===== src/rtl/kernel_monitor_pkg.sv =====
// Shared definitions for the EQ kernel monitor.
//   kmon_state_t      : stall detector state encoding.
//   STALL_CNT_W       : width of the stall/consecutive-cycle counters.
//   DEFAULT_THRESHOLD : default number of stable-stall cycles before a block.
package kernel_monitor_pkg;

    localparam int unsigned STALL_CNT_W       = 16;
    localparam int unsigned DEFAULT_THRESHOLD = 1024;

    typedef enum logic [1:0] {
        IDLE    = 2'd0,
        WATCH   = 2'd1,
        BLOCKED = 2'd2
    } kmon_state_t;

endpackage


===== src/rtl/stall_sat_counter.sv =====
// Saturating up-counter used for both the consecutive-cycle counter and the
// reported stall length.
//   clk, rst_n : clock, asynchronous active-low reset
//   i_clr      : synchronous clear to 0 (highest priority)
//   i_load1    : synchronous load of 1
//   i_inc      : increment, holding at all-ones
//   o_count    : current count
module stall_sat_counter
    import kernel_monitor_pkg::*;
(
    input  logic                   clk,
    input  logic                   rst_n,
    input  logic                   i_clr,
    input  logic                   i_load1,
    input  logic                   i_inc,
    output logic [STALL_CNT_W-1:0] o_count
);

    always_ff @(posedge clk or negedge rst_n) begin
        if (!rst_n) begin
            o_count <= '0;
        end else if (i_clr) begin
            o_count <= '0;
        end else if (i_load1) begin
            o_count <= STALL_CNT_W'(1);
        end else if (i_inc && (o_count != '1)) begin
            o_count <= o_count + STALL_CNT_W'(1);
        end
    end

endmodule


===== src/rtl/kernel_stall_detector.sv =====
// Kernel stall detector: declares a block once a stable, non-idle stall
// pattern persists for THRESHOLD consecutive cycles.
//   kernel_monitor_clock : sole clock
//   kernel_monitor_reset : asynchronous active-low reset
//   axis_block_sigs      : per-channel stream blocked flags
//   inst_idle_sigs       : per-instance idle flags
//   inst_block_sigs      : per-instance blocked flags
//   clear                : synchronous release of a block, zeroes counters
//   block                : kernel declared blocked
//   block_pulse          : one-cycle strobe on entry to BLOCKED
//   block_cause          : {inst_block_sigs, axis_block_sigs} at entry
//   stall_cycles         : length of current stable stall (saturating)
//   block_events         : number of entries to BLOCKED (wrapping)
module kernel_stall_detector
    import kernel_monitor_pkg::*;
#(
    parameter int unsigned N_AXIS    = 2,
    parameter int unsigned N_IDLE    = 3,
    parameter int unsigned N_BLK     = 1,
    parameter int unsigned THRESHOLD = DEFAULT_THRESHOLD,
    parameter int unsigned EVT_W     = 8
) (
    input  logic                    kernel_monitor_clock,
    input  logic                    kernel_monitor_reset,
    input  logic [N_AXIS-1:0]       axis_block_sigs,
    input  logic [N_IDLE-1:0]       inst_idle_sigs,
    input  logic [N_BLK-1:0]        inst_block_sigs,
    input  logic                    clear,
    output logic                    block,
    output logic                    block_pulse,
    output logic [N_AXIS+N_BLK-1:0] block_cause,
    output logic [STALL_CNT_W-1:0]  stall_cycles,
    output logic [EVT_W-1:0]        block_events
);

    localparam int unsigned VEC_W = N_AXIS + N_BLK;
    localparam logic [STALL_CNT_W:0] LP_THR = (STALL_CNT_W+1)'(THRESHOLD);

    // Input capture stage
    logic [N_AXIS-1:0] r_axis;
    logic [N_IDLE-1:0] r_idle;
    logic [N_BLK-1:0]  r_iblk;
    logic              r_clear;

    always_ff @(posedge kernel_monitor_clock or negedge kernel_monitor_reset) begin
        if (!kernel_monitor_reset) begin
            r_axis  <= '0;
            r_idle  <= '0;
            r_iblk  <= '0;
            r_clear <= 1'b0;
        end else begin
            r_axis  <= axis_block_sigs;
            r_idle  <= inst_idle_sigs;
            r_iblk  <= inst_block_sigs;
            r_clear <= clear;
        end
    end

    logic [VEC_W-1:0]       w_vec;
    logic                   w_stall;
    logic                   w_same;
    logic [VEC_W-1:0]       r_snap;
    kmon_state_t            r_state;
    kmon_state_t            w_state_nxt;
    logic [STALL_CNT_W-1:0] w_cnt;
    logic [STALL_CNT_W:0]   w_cnt_plus1;

    logic w_cnt_clr, w_cnt_load, w_cnt_inc;
    logic w_sc_clr, w_sc_load, w_sc_inc;
    logic w_snap_load, w_enter_blk;

    assign w_vec       = {r_iblk, r_axis};
    assign w_stall     = (|w_vec) && !(&r_idle);
    assign w_same      = (w_vec == r_snap);
    assign w_cnt_plus1 = {1'b0, w_cnt} + (STALL_CNT_W+1)'(1);

    always_ff @(posedge kernel_monitor_clock or negedge kernel_monitor_reset) begin
        if (!kernel_monitor_reset) begin
            r_state <= IDLE;
        end else begin
            r_state <= w_state_nxt;
        end
    end

    always_comb begin
        w_state_nxt = r_state;
        w_cnt_clr   = 1'b0;
        w_cnt_load  = 1'b0;
        w_cnt_inc   = 1'b0;
        w_sc_clr    = 1'b0;
        w_sc_load   = 1'b0;
        w_sc_inc    = 1'b0;
        w_snap_load = 1'b0;
        w_enter_blk = 1'b0;
        if (r_clear) begin
            w_state_nxt = IDLE;
            w_cnt_clr   = 1'b1;
            w_sc_clr    = 1'b1;
        end else begin
            case (r_state)
                IDLE: begin
                    if (w_stall) begin
                        w_snap_load = 1'b1;
                        w_cnt_load  = 1'b1;
                        w_sc_load   = 1'b1;
                        // A threshold of one is met by the very first stall cycle.
                        if (LP_THR == (STALL_CNT_W+1)'(1)) begin
                            w_state_nxt = BLOCKED;
                            w_enter_blk = 1'b1;
                        end else begin
                            w_state_nxt = WATCH;
                        end
                    end else begin
                        w_cnt_clr = 1'b1;
                        w_sc_clr  = 1'b1;
                    end
                end
                WATCH: begin
                    if (!w_stall) begin
                        w_state_nxt = IDLE;
                        w_cnt_clr   = 1'b1;
                        w_sc_clr    = 1'b1;
                    end else if (!w_same) begin
                        // Pattern moved: treat as progress and restart the run.
                        w_snap_load = 1'b1;
                        w_cnt_load  = 1'b1;
                        w_sc_load   = 1'b1;
                    end else begin
                        w_cnt_inc = 1'b1;
                        w_sc_inc  = 1'b1;
                        if (w_cnt_plus1 == LP_THR) begin
                            w_state_nxt = BLOCKED;
                            w_enter_blk = 1'b1;
                        end
                    end
                end
                BLOCKED: begin
                    if (w_stall && w_same) begin
                        w_sc_inc = 1'b1;
                    end else begin
                        w_state_nxt = IDLE;
                        w_cnt_clr   = 1'b1;
                        w_sc_clr    = 1'b1;
                    end
                end
                default: begin
                    w_state_nxt = IDLE;
                    w_cnt_clr   = 1'b1;
                    w_sc_clr    = 1'b1;
                end
            endcase
        end
    end

    stall_sat_counter u_cnt (
        .clk     (kernel_monitor_clock),
        .rst_n   (kernel_monitor_reset),
        .i_clr   (w_cnt_clr),
        .i_load1 (w_cnt_load),
        .i_inc   (w_cnt_inc),
        .o_count (w_cnt)
    );

    stall_sat_counter u_stall (
        .clk     (kernel_monitor_clock),
        .rst_n   (kernel_monitor_reset),
        .i_clr   (w_sc_clr),
        .i_load1 (w_sc_load),
        .i_inc   (w_sc_inc),
        .o_count (stall_cycles)
    );

    logic                r_block;
    logic                r_pulse;
    logic [VEC_W-1:0]    r_cause;
    logic [EVT_W-1:0]    r_events;

    always_ff @(posedge kernel_monitor_clock or negedge kernel_monitor_reset) begin
        if (!kernel_monitor_reset) begin
            r_snap   <= '0;
            r_block  <= 1'b0;
            r_pulse  <= 1'b0;
            r_cause  <= '0;
            r_events <= '0;
        end else begin
            r_block <= (w_state_nxt == BLOCKED);
            r_pulse <= w_enter_blk;
            if (r_clear) begin
                r_snap   <= '0;
                r_cause  <= '0;
                r_events <= '0;
            end else begin
                if (w_snap_load) begin
                    r_snap <= w_vec;
                end
                // On entry the live vector equals the snapshot (or becomes it).
                if (w_enter_blk) begin
                    r_cause  <= w_vec;
                    r_events <= r_events + EVT_W'(1);
                end
            end
        end
    end

    assign block        = r_block;
    assign block_pulse  = r_pulse;
    assign block_cause  = r_cause;
    assign block_events = r_events;

endmodule


===== config.mk =====
export PLATFORM = sky130hd
export DESIGN_NAME = kernel_stall_detector
export DESIGN_NICKNAME = d
export VERILOG_FILES = /design/src/rtl/kernel_monitor_pkg.sv /design/src/rtl/stall_sat_counter.sv /design/src/rtl/kernel_stall_detector.sv
export SDC_FILE = /design/constraint.sdc
export NUM_CORES = 1
export LEC_CHECK = 0
export ABC_CLOCK_PERIOD_IN_PS = 2730
export CORE_ASPECT_RATIO = 2
export CORE_UTILIZATION = 30
export DETAILED_ROUTE_END_ITERATION = 8
export DONT_BUFFER_PORTS = 1
export GPL_TIMING_DRIVEN = 0
export PLACE_DENSITY_LB_ADDON = 0.3
export SETUP_SLACK_MARGIN = 0.05
export SYNTH_ARGS = -nofsm -noshare
export SYNTH_HDL_FRONTEND = slang
export SYNTH_HIERARCHICAL = 1
export SYNTH_SLANG_ARGS = --single-unit

===== constraint.sdc =====
create_clock -name kernel_monitor_clock -period 2.73 [get_ports kernel_monitor_clock]
set_clock_uncertainty 0.1 [all_clocks]
set_input_delay 0.4095 -clock kernel_monitor_clock [delete_from_list [all_inputs] [get_ports kernel_monitor_clock]]
set_output_delay 0.4095 -clock kernel_monitor_clock [all_outputs]
set_load 0.03 [all_outputs]

==> summary.md <==
The flow ran to the end, and the final reports show no timing, DRC or antenna violations. The total die area came out at 10,900 sq um. Dividing the detail-routed via count by the number of cells gives 5.41.

The number of design rule violations left after detail routing is 0, and the achievable clock frequency is 393 MHz. The run gives 0 as the count of endpoints failing hold in the final timing report. The worst hold path begins at u_cnt/o_count[14]. At the later pin of the worst-skew pair, clock insertion delay measures 0.33 ns. The library cells used most frequently in the layout, excluding fill and tap cells, are 55 x dfrtp_1, 33 x nor2_1, 22 x a21oi_1. The critical path is of the flop to flop type. The routed design has 7950 um of wire.

Share of flip-flops with an asynchronous set or reset after synthesis: 1.00. The kind of start point of the critical path is a flop. The data arrival time of the worst path came out at 2.70 ns.

The tools report the sum of net half-perimeters after detailed placement as 5580 um. During placement, the flow inserted port buffers numbering 0. The number of cell instances on the worst register-to-register path works out to 9.

In this run the critical register-to-register path is captured at u_stall/o_count[11]. The worst setup slack for register-to-register paths came out at 0.18 ns. For the combined global-route utilization of all metal layers, the log shows 0.161. The synthesis-to-layout area growth is 22.3%, and the routed via count is 2,624. The worst setup path is captured at a flop. The tools report the global-route wire length before repair as 13,200 um. The clock tree synthesis step divided the H-tree into 3 levels. The most used flip-flop cell after synthesis is dfrtp_1. The slowest stage of the critical path belongs to the cell or4_1. The worst supply voltage drop on vdd is 308 uV, and the time the worst path needs with I/O delays and setup is 2.55 ns. The tightest hold path in the finished design has a slack of 0.421 ns. For the antenna diode count, the log shows 0.

The simple-gate share of the synthesized area was 0.276; the clock-pin slew of the registers on the worst-case setup and hold paths was 0.06 ns. The tools report the layout filler cell count as 1,046. The initial core utilization is 0.308, and the width of the chip is 74.2 um.

The min-delay analysis places its worst path in the category flop to flop. Setup violations remaining at the end of the flow were counted as 0. For the I/O pin total, the log shows 38. The post-synthesis compound-gate area fraction came out at 0.128. Data on the critical path is required at its endpoint by 2.89 ns. Synthesis produced a netlist with a net count of 335. The proportion of layout cells with a drive suffix above 1 was 0.189; the net count reported at finish was 362. Row generation in the floorplan step produced 52 rows. The remaining antenna violation count after routing is 0. The placement-stage worst setup slack was -0.498 ns; the wire length per cell was 16.4 um.

Setup slack after layout: 0.184 ns. The ratio of final minimum period to clock period is 0.933, and the number of instances on the worst hold path is 1. For the number of antenna violations at the first check in global routing, the log shows 0. The number of slew-limit violations in the final report is 0.

The worst register-to-register path begins at r_axis[0]. The destination of the worst hold path is u_cnt/o_count[14]. The power density of the placed cells is 552 nW/um^2. The cell at the root of the clock tree is clkbuf_16. For the pin with the worst max-slew slack, the measured transition is 0.570 ns.

The number of buffers on the longest clock path is 2. For this run, the detailed router's first-pass iteration total came to 5. The synthesized design contains 0 enable-type register cells.

In this design, the stage delay of the slowest critical-path cell is 0.48 ns. The tools report the total number of yosys warnings as 6. The sequential fraction of the synthesis area is 0.456. The run gives 0 as the total grt overflow.

Overall power consumption after layout is estimated at 2.11 mW. In this run, the number of DRC markers left after iteration 0 of detailed routing was 76. The final weighted congestion of routability-driven global placement was 0.844. Commonest non-fill, non-tap cell in the layout: dfrtp_1. The synthesized-area fraction occupied by adder cells came out at 0.0312.

Entering global routing, the biggest net connects 58 pins. The number of flip-flops and latches in the synthesized netlist works out to 57. The multiplexer area fraction after synthesis was 0.0384.

Counting every instance in the synthesized netlist gives 319. Distinct cell type count after synthesis: 58. Setup repair after global routing left no endpoint under its margin.

Max capacitance violation total: 0. Walking the worst path, the cells encountered are xnor2_2 -> and3_2 -> and2_4 -> nor3b_4 -> nand4_4 -> nor2_4 -> nand2_2 -> or4_1 -> a21oi_1. After floorplanning, the core was sized to cover 10,100 sq um. The number of buffers created by CTS was 9. Of all nets on the critical path, the largest fanout is 6.

The relative max-transition margin came out at 0.620. The post-synthesis cell area was 3130 sq um; the leakage dissipation was 1.58 nW. The dominant combinational cell family by area after synthesis is simple AND/OR/NAND/NOR gates. Post-synthesis xor/xnor area fraction: 0.0392.

The average cell area after synthesis is 9.81 sq um, and the die height is 146 um. Clock tree synthesis found a total of 57 sinks. TritonCTS built the clock tree.

The tools report the number of global-route vias before repair as 2,789.
## layer usage
| layer | share of wire | track usage | up-vias |
|---|---|---|---|
| li1 | - | - | 1236 |
| met1 | 0.35 | 0.154 | 1289 |
| met2 | 0.55 | 0.286 | 70 |
| met3 | 0.045 | 0.0483 | 29 |
| met4 | 0.049 | 0.101 | 0 |
| met5 | 0 | 0 | - |
## sequential cells by signal, summed over array words and instances (netlist names)
signal and count:
u_cnt/o_count 16, u_stall/o_count 16, block_events 8, block_cause 3
r_idle 3, r_snap 3, r_axis 2, r_state 2
block 1, block_pulse 1, r_clear 1, r_iblk 1
## final cells by class
cell class | count | area (sq um) | share of cell area
Clock buffer | 9 | 225 | 0.0589
Buffer | 10 | 65.1 | 0.0170
Timing Repair Buffer | 17 | 168 | 0.0438
Clock inverter | 6 | 46.3 | 0.0121
Inverter | 8 | 30.0 | 0.00785
Multi-Input combinational cell | 243 | 1690 | 0.443
Tap cell | 135 | 169 | 0.0442
Sequential cell | 57 | 1430 | 0.374
## Yosys cell counts (2+ instances only)
library cell / n / area (sq um)
nor2_1: 37 / 139
xnor2_1: 7 / 61.3
or3_1: 14 / 87.6
a211oi_1: 3 / 22.5
o21ai_0: 16 / 80.1
mux2i_1: 12 / 120
and4_1: 2 / 17.5
nor3_1: 8 / 40.0
clkbuf_1: 6 / 22.5
and2_1: 3 / 18.8
inv_1: 8 / 30.0
nand2_1: 19 / 71.3
nand4b_1: 2 / 17.5
nor4_1: 4 / 25.0
buf_2: 2 / 10.0
a31oi_1: 5 / 31.3
xor2_1: 7 / 61.3
o41ai_1: 2 / 17.5
nand3_1: 13 / 65.1
and3_1: 6 / 37.5
o31ai_1: 5 / 37.5
dfrtp_1: 57 / 1430
or2_2: 3 / 18.8
or4_1: 5 / 37.5
a21oi_1: 22 / 110
nand3b_1: 2 / 15.0
ha_1: 7 / 87.6
nand4_1: 11 / 68.8
nand4_4: 2 / 42.5
## worst max-delay path: cells and delay by family, from the launching register on
family | cells | cell delay (ns)
AND/OR/NAND/NOR | 7 | 1.58
AO/OA/AOI/OAI | 1 | 0.15
XOR/XNOR | 1 | 0.18
flip-flops | 1 | 0.45
## power by group
part,switching (mW),internal (mW)
Combinational,0.126,0.0923
Clock,0.395,0.609
Sequential,0.0263,0.864
Total,0.547,1.57
## timing repair
| item | CTS | global route |
|---|---|---|
| hold buffers | 9 | 0 |
| endpoints found under the hold margin | 64 | 0 |
| gates resized for setup | 8 | 18 |
| setup buffers | 5 | 3 |
| endpoints found under the setup margin | 31 | 25 |
| pin swaps | 1 | 2 |
## cells by family (layout without fill, tap and decap cells)
group | Yosys count | count (layout)
AND/OR/NAND/NOR | 146 | 146
flip-flops | 57 | 57
multiplexers | 12 | 12
XOR/XNOR | 14 | 14
buffers and inverters | 19 | 50
adder cells (fa/ha/maj) | 8 | 8
AO/OA/AOI/OAI | 63 | 63
## worst max-delay path by stage
stage,from,endpoint,slack (ns),depth (start not counted)
2_1_floorplan,r_axis[0],u_stall/o_count[11],0.14,10
3_3_place_gp,r_axis[0],u_stall/o_count[13],-0.39,8
3_5_place_dp,r_axis[0],u_stall/o_count[1],-0.50,8
4_1_cts,r_axis[1],u_stall/o_count[10],0.001,11
5_1_grt,r_axis[0],u_stall/o_count[11],0.05,9
6_report,r_axis[0],u_stall/o_count[11],0.18,9
## per-stage QoR
step           instances  TNS, ns  utilization  area (sq um)
4_1_cts              483        0        0.369          3740
3_3_place_gp         454    -5.70        0.325          3300
5_1_grt              485        0        0.377          3820
6_report             485        0        0.377          3820
3_5_place_dp         454    -7.84        0.325          3300
2_1_floorplan        319        0            -          3130
(Power assumes the default switching activity.)
